File: config.mk
export PLATFORM = sky130hd
export DESIGN_NAME = alt_frame_ctrl
export DESIGN_NICKNAME = d
export VERILOG_FILES = /design/src/rtl/alt_frame_ctrl.sv
export SDC_FILE = /design/constraint.sdc
export NUM_CORES = 1
export LEC_CHECK = 0
export BUFFER_PORTS_ARGS = -buffer_cell sky130_fd_sc_hd__clkbuf_2
export CORE_MARGIN = 4
export CORE_UTILIZATION = 58
export DETAILED_ROUTE_END_ITERATION = 8
export PLACE_DENSITY_LB_ADDON = 0.08
export SLEW_MARGIN = 20
export SYNTH_ARGS = -nofsm -noshare
export SYNTH_HDL_FRONTEND = slang
export SYNTH_SLANG_ARGS = --single-unit
File: constraint.sdc
create_clock -name clk_25 -period 5.4 [get_ports clk_25]
set_input_delay 1.08 -clock clk_25 [delete_from_list [all_inputs] [get_ports clk_25]]
set_output_delay 1.08 -clock clk_25 [all_outputs]
set_load 0.01 [all_outputs]
File: src/rtl/alt_frame_ctrl.sv
// Frame sequencer for the ambient-light statistics engine: pairs DVI and CCD
// RGB565 streams, stamps raster coordinates, and reports frame completion.
module alt_frame_ctrl #(
  parameter int unsigned H_ACT     = 640,
  parameter int unsigned V_ACT     = 480,
  parameter int unsigned DRAIN_CYC = 2,
  parameter int unsigned STALL_MAX = 1024
) (
  input  logic        clk_25,
  input  logic        reset,
  input  logic        enable_i,
  input  logic        frame_start_i,
  input  logic        dvi_valid_i,
  output logic        dvi_ready_o,
  input  logic [15:0] dvi_data_i,
  input  logic        ccd_valid_i,
  output logic        ccd_ready_o,
  input  logic [15:0] ccd_data_i,
  output logic        valid_o,
  output logic [9:0]  syncX_o,
  output logic [9:0]  syncY_o,
  output logic [15:0] dvi_pix_o,
  output logic [15:0] ccd_pix_o,
  output logic        busy_o,
  output logic        frame_done_o,
  output logic        err_o,
  output logic [15:0] frame_cnt_o
);

  typedef enum logic [1:0] {IDLE, ARMED, STREAM, DRAIN} state_t;

  localparam int unsigned SW = $clog2(STALL_MAX + 1);
  localparam int unsigned DW = (DRAIN_CYC < 2) ? 1 : $clog2(DRAIN_CYC + 1);
  localparam logic [9:0]    X_LAST     = 10'(H_ACT - 1);
  localparam logic [9:0]    Y_LAST     = 10'(V_ACT - 1);
  localparam logic [SW-1:0] STALL_LAST = SW'(STALL_MAX - 1);
  localparam logic [DW-1:0] DRAIN_LOAD = DW'(DRAIN_CYC);

  state_t        state;
  logic [9:0]    x_cnt, y_cnt;
  logic [SW-1:0] stall_cnt;
  logic [DW-1:0] drain_cnt;

  logic       in_stream, fire, resync, last_pix;
  logic [9:0] cur_x, cur_y;

  always_comb begin
    in_stream = (state == STREAM);
    fire      = in_stream & dvi_valid_i & ccd_valid_i;
    resync    = in_stream & frame_start_i & ((x_cnt != '0) | (y_cnt != '0));
    // A fire coincident with resync is pixel (0,0) of the new frame.
    cur_x     = resync ? '0 : x_cnt;
    cur_y     = resync ? '0 : y_cnt;
    last_pix  = (cur_x == X_LAST) & (cur_y == Y_LAST);
  end

  assign dvi_ready_o = in_stream & ccd_valid_i;
  assign ccd_ready_o = in_stream & dvi_valid_i;

  always_ff @(posedge clk_25) begin
    if (reset) begin
      state        <= IDLE;
      x_cnt        <= '0;
      y_cnt        <= '0;
      stall_cnt    <= '0;
      drain_cnt    <= '0;
      valid_o      <= 1'b0;
      syncX_o      <= '0;
      syncY_o      <= '0;
      dvi_pix_o    <= '0;
      ccd_pix_o    <= '0;
      busy_o       <= 1'b0;
      frame_done_o <= 1'b0;
      err_o        <= 1'b0;
      frame_cnt_o  <= '0;
    end else begin
      valid_o      <= fire;
      frame_done_o <= 1'b0;
      err_o        <= resync;
      if (fire) begin
        syncX_o   <= cur_x;
        syncY_o   <= cur_y;
        dvi_pix_o <= dvi_data_i;
        ccd_pix_o <= ccd_data_i;
      end
      case (state)
        IDLE: if (enable_i) state <= ARMED;
        ARMED: begin
          if (!enable_i) begin
            state <= IDLE;
          end else if (frame_start_i) begin
            state     <= STREAM;
            busy_o    <= 1'b1;
            x_cnt     <= '0;
            y_cnt     <= '0;
            stall_cnt <= '0;
          end
        end
        STREAM: begin
          if (fire) begin
            stall_cnt <= '0;
            if (last_pix) begin
              state     <= DRAIN;
              drain_cnt <= DRAIN_LOAD;
              x_cnt     <= '0;
              y_cnt     <= '0;
            end else if (cur_x == X_LAST) begin
              x_cnt <= '0;
              y_cnt <= cur_y + 10'd1;
            end else begin
              x_cnt <= cur_x + 10'd1;
              y_cnt <= cur_y;
            end
          end else if (resync) begin
            x_cnt     <= '0;
            y_cnt     <= '0;
            stall_cnt <= '0;
          end else if (stall_cnt == STALL_LAST) begin
            err_o     <= 1'b1;
            state     <= enable_i ? ARMED : IDLE;
            busy_o    <= 1'b0;
            x_cnt     <= '0;
            y_cnt     <= '0;
            stall_cnt <= '0;
          end else begin
            stall_cnt <= stall_cnt + SW'(1);
          end
        end
        DRAIN: begin
          drain_cnt <= drain_cnt - DW'(1);
          if (drain_cnt <= DW'(1)) begin
            drain_cnt    <= '0;
            frame_done_o <= 1'b1;
            frame_cnt_o  <= frame_cnt_o + 16'd1;
            state        <= enable_i ? ARMED : IDLE;
            busy_o       <= 1'b0;
          end
        end
        default: state <= IDLE;
      endcase
    end
  end

endmodule

Word level (Yosys, flattened, before mapping):

Index checks and enable logic that the tools add are counted.
W data, S select, Z words.

* register bits after elaboration: 107
* output and inout port bits: 74

* add/subtract/negate cells: 5
* order comparisons: 1
* eq/ne operators: 20
* muxes and demuxes: 46
* bitwise logic cells: 8
* reduce and logical (&&, ||, !) cells: 13

Operators with widths (count)
* $mux W10: 12
* $mux W11: 5
* $pmux W10 S2: 2
* $mux W2: 11
* $pmux W11 S2: 1
* $add A10 B1 Y10 const B: 2
* $reduce_bool A10 Y1: 2
* $add A16 B1 Y16 const B: 1
* $mux W1: 12
* $ne A2 B2 Y1 const B: 6
* $add A11 B1 Y11 const B: 1
* $eq A11 B10 Y1 const B: 1
* $eq A10 B10 Y1 const B: 1
* $eq A10 B9 Y1 const B: 1
* $pmux W2 S4: 1
* $reduce_and A7 Y1: 1
* $and A1 B1 Y1: 6
* $ne A2 B1 Y1 const B: 3
* $ne A3 B3 Y1 const B: 2
* $reduce_and A3 Y1: 2
* $reduce_and A6 Y1: 1
* $eq A2 B2 Y1 const B: 2
* $ne A4 B1 Y1 const B: 1
* $pmux W2 S2: 1
* other kinds (14): 15

Longest topological paths before layout:

* depth after elaboration: 9
* gate-level depth with buffers: 12

Least setup slack after synthesis:

OpenSTA, ideal clock, no wires.

* kind: in2reg
* start: in frame_start_i
* end: reg drain_cnt[1]
* library setup time: 0.122 ns
* arrival: 2.813 ns
* data required time: 5.278 ns
* slack: 2.465 ns
* stages on the path: 9
* buffers on the path: 2
* cells stage by stage: buf_2 -> a21oi_1 -> ha_1 -> and4_1 -> buf_2 -> and3_1 -> nand3_1 -> o21a_1 -> o311a_1

* longest elaborated chain between the ends: 7
* elaborated cells between the ends (all ways): 9
* those cells by class: eq/ne: 3; mux: 2; bitwise: 3; reduce/logical: 1

Ends and longest elaborated chain
* start, declared: RTL line 12 `input logic frame_start_i,`
* $and A1 B1 Y1 (2 in a row): RTL line 50 `resync = in_stream & frame_start_i & ((x_cnt != '0) | (y_cnt != '0));`
* $mux W10: RTL line 52 `cur_x = resync ? '0 : x_cnt;`
* named net cur_x[0]: RTL line 45 `logic [9:0] cur_x, cur_y;`
* $eq A10 B10 Y1: RTL line 54 `last_pix = (cur_x == X_LAST) & (cur_y == Y_LAST);`
* $and A1 B1 Y1: RTL line 54
* $ne A2 B1 Y1 (no line)
* $reduce_and A3 Y1 (no line)
* end signal, assigned: RTL line 130 `drain_cnt <= drain_cnt - DW'(1);`
* end, declared: RTL line 42 `logic [DW-1:0] drain_cnt;`

The timed path passes the listed nets, and every way through them passes these cells.
A chain may end at the register's enable or synchronous reset.

Final worst setup path:

* start: reg state[0]
* end: reg state[0]

* longest elaborated chain between the ends: 8
* elaborated cells between the ends (all ways): 22
* those cells by class: eq/ne: 11; mux: 4; bitwise: 5; reduce/logical: 2

Ends and longest elaborated chain
* start, declared: RTL line 39 `state_t state;`
* start signal, assigned: RTL line 120 `state <= enable_i ? ARMED : IDLE;`
* start signal, assigned: RTL line 135 `state <= enable_i ? ARMED : IDLE;`
* $eq A2 B2 Y1: RTL line 48 `in_stream = (state == STREAM);`
* $and A1 B1 Y1 (2 in a row): RTL line 50
* $mux W10: RTL line 52
* named net cur_x[0]: RTL line 45
* $eq A10 B10 Y1: RTL line 54
* $and A1 B1 Y1: RTL line 54
* $ne A3 B2 Y1 (no line)
* $reduce_and A6 Y1 (no line)

The timed path passes the listed nets, and every way through them passes these cells.

==> impl_metrics.csv <==
group,metric,value,unit
sta,hold_viol_final,0,
sta,rsz0062_at_grt,"no",
outcome,run_status,"complete, no violations",
sta,post-route-period-util,0.580,
critical_path,startpoint,"state[0]",
place,dp_hpwl,8.31,mm
global_route,grt.total_usage,0.243,
critical_path,critical_path.endpoint_type,"register",
global_route,grt_pass1_wl,19.7,mm
final_layout,diodes,0,
clock_tree,htreeDepth,3,
clock_tree,cts_root_buffer,"clkbuf_8",
floorplan,top_level_ports,112,
sta,max_freq,0.319,GHz
clock_tree,clk_pin_slew,0.10,ns
floorplan,die_x,98.4,um
synthesis,synth.avg_cell_area,8.04,um^2
clock_tree,clk_path_buf_depth,2,
run,drv_cap,0,
final_layout,postLayoutCoreUtil,0.709,
synthesis,synth_area,0.00474,mm^2
floorplan,rows,32,
synthesis,synth.area.top_cells,"dfxtp_1 45%, nand2_1 9.6%, a21oi_1 7.3%, nand3_1 4.3%, xor2_1 2.6%",
sta,slew_violations,0,
min_path,hp-start,"ccd_pix_o[10]",
final_layout,finalInstanceArea,0.00556,mm^2
drt,drcViolationCount,0,
floorplan,dieArea,0.00969,mm^2
sta,setup_viol,0,
sta,setup_ws,2.27,ns
clock_tree,ctsHoldBuffers,0,
min_path,min_path_type,"register to register",
synthesis,synth_nets,637,
synthesis,ys_warn_count,0,
clock_tree,clock_latency,0.36,ns
critical_path,reg2reg_from,"state[0]",
clock_tree,cts_sinks,107,
final_layout,drive_gt1_frac,0.212,
critical_path,crit_type,"register to register",
synthesis,synth_top_area_cell,"dfxtp_1",
critical_path,critPathLaunchType,"register",
pwr,p_leak,2.12,nW
critical_path,crit_arrival,3.42,ns
place,place_area,0.00533,mm^2
synthesis,synth_edf_count,0,
drt,drt_iter0_drc,305,
floorplan,start_util,0.604,
final_layout,final_nets,732,
critical_path,worstPathMaxFanout,17,
drt,wl_per_cell,15.1,um
synthesis,syn_inst,590,
clock_tree,cts.repair.resized,0,
global_route,grt_pass1_vias,4200,
synthesis,synth_top_area_share,0.452,
sta,slew_headroom,0.569,
global_route,grt_max_degree,67,
drt,routed-via-count,4504,
global_route,antenna_found_initial,0,
pwr,ir_drop,0.000173,V
floorplan,design.core.area,0.00785,mm^2
clock_tree,cts_tree,"yes",
place,port_buffers,111,
clock_tree,numCtsBuffers,9,
final_layout,areaGrowthSynthToFinish,17.3,%
place,routabilityCongestion,0.971,
floorplan,die_y,98.4,um
drt,drtPass1Iterations,5,
synthesis,async_flop_share,0,
drt,ant_nets,0,
sta,worst_pin_slew,0.647,ns
sta,skew,0.00764,ns
sta,tns,0,ns
drt,wirelength,11.9,mm
synthesis,ys_types,54,
place,dp_slack,2.08,ns
synthesis,ys_seq_area_frac,0.452,
clock_tree,cts_setup_buffers,0,
global_route,grt-ovfl-total,0,
synthesis,ys_ff_latch,107,
pwr,power_density,261,mW/mm^2
critical_path,worst_ep_required_time,5.69,ns
drt,drt-vias-per-instance,5.69,
sta,period_minus_slack,3.13,ns
synthesis,ys.flop_type,"dfxtp_1",
-- area by class of cell --
| class | instances | area, um^2 |
|---|---|---|
| Sequential cell | 107 | 2140 |
| Inverter | 24 | 90.1 |
| Clock buffer | 10 | 128 |
| Tap cell | 102 | 128 |
| Fill cell | 655 | 2290 |
| Clock inverter | 6 | 96.3 |
| Timing Repair Buffer | 117 | 604 |
| Multi-Input combinational cell | 426 | 2370 |
-- logic make-up (layout without fill, tap and decap cells) --
kind of cell | count (synthesis) | count (layout) | share of synthesized area
and+or+nand+nor | 270 | 270 | 0.270
xor gates and xnor gates | 24 | 24 | 0.0443
DFF | 107 | 107 | 0.452
buffers and inverters | 57 | 157 | 0.0485
muxes | 3 | 3 | 0.00660
adders and majority gates | 9 | 9 | 0.0237
AOI/OAI and AO/OA | 120 | 120 | 0.155
-- where the power goes --
| part | internal, mW | total, mW | switching [mW] | leakage, nW |
|---|---|---|---|---|
| logic | 0.0393 | 0.107 | 0.0678 | 1.15 |
| registers | 0.794 | 0.799 | 0.00474 | 0.862 |
| clock network | 0.267 | 0.547 | 0.280 | 0.109 |
-- flip-flops by register name, summed over array words and instances (netlist names) --
| name | count |
|---|---|
| busy_o | 1 |
| drain_cnt | 2 |
| syncY_o | 10 |
| valid_o | 1 |
| state | 2 |
| frame_done_o | 1 |
| err_o | 1 |
| frame_cnt_o | 16 |
| x_cnt | 10 |
| ccd_pix_o | 16 |
| stall_cnt | 11 |
| y_cnt | 10 |
| syncX_o | 10 |
| dvi_pix_o | 16 |
-- routing by layer --
metal  up-vias  track usage  wire length (um)
met5         -            0                 0
met4         0       0.0809               174
met3        18       0.0432               992
met2       201        0.400              5590
met1      2037        0.324              5190
li1       2248            -                 -
-- path summary, 6_finish.rpt --
path / endpoint / slack (ns) / cells after the start
max: state[0] / 2.27 / 9
min: ccd_pix_o[10] / 0.46 / 2
max reg2reg: state[0] / 2.27 / 9
min reg2reg: ccd_pix_o[10] / 0.46 / 2
-- placed cells by master, fill, tap and decap left out, types with 2 or more instances in the layout --
cell type,count
nand2_1,120
clkbuf_2,111
dfxtp_1,107
a21oi_1,69
nand3_1,41
nor2_1,31
inv_1,24
nand4_1,16
nor3_1,16
xor2_1,14
xnor2_1,10
o21ai_0,9
ha_1,9
clkbuf_8,9
and3_1,7
nor4_1,7
o221ai_1,6
a31oi_1,6
o211ai_1,6
o22ai_1,6
buf_4,5
and2_1,4
nand2b_1,4
or3_1,4
nor2b_1,3
and4_1,3
or2_2,2
mux2i_1,2
and4b_1,2
or4b_1,2
o21ai_1,2
nand4b_1,2
bufinv_16,2
-- cells in the mapped netlist (2+ instances only) --
| cell type | n |
|---|---|
| nor2_1 | 31 |
| o211ai_1 | 6 |
| inv_1 | 24 |
| mux2i_1 | 2 |
| and4b_1 | 2 |
| o22ai_1 | 6 |
| nor3_1 | 16 |
| buf_2 | 7 |
| a21oi_1 | 69 |
| and4_1 | 3 |
| nand2b_1 | 4 |
| or3_1 | 4 |
| o21ai_1 | 2 |
| clkbuf_1 | 17 |
| o21ai_0 | 9 |
| or2_2 | 2 |
| dfxtp_1 | 107 |
| o221ai_1 | 6 |
| buf_1 | 8 |
| and2_1 | 4 |
| nand4_1 | 16 |
| nor4_1 | 7 |
| nor2b_1 | 3 |
| and3_1 | 8 |
| or4b_1 | 2 |
| xnor2_1 | 10 |
| a31oi_1 | 6 |
| xor2_1 | 14 |
| nand3_1 | 41 |
| nand4b_1 | 2 |
| ha_1 | 9 |
| nand2_1 | 121 |
-- worst max-delay path, cell delays in order, from the launching register on --
cell and delay [ns]:
dfxtp_1 0.41, inv_1 0.11, ha_1 0.44, a21oi_1 0.33
ha_1 0.26, and4_1 0.38, and3_1 0.30, nand3_1 0.21
a211oi_2 0.38, mux2i_1 0.23
-- metrics by stage --
step           instances  hold WS [ns]  total power, mW
5_1_grt              792         0.480             1.50
6_report             792         0.457             1.45
3_5_place_dp         775         0.444            0.921
3_3_place_gp         775         0.441            0.917
4_1_cts              791         0.458             1.46
2_1_floorplan        590         0.435            0.885
Note: power is estimated with default switching activity, not from simulation.
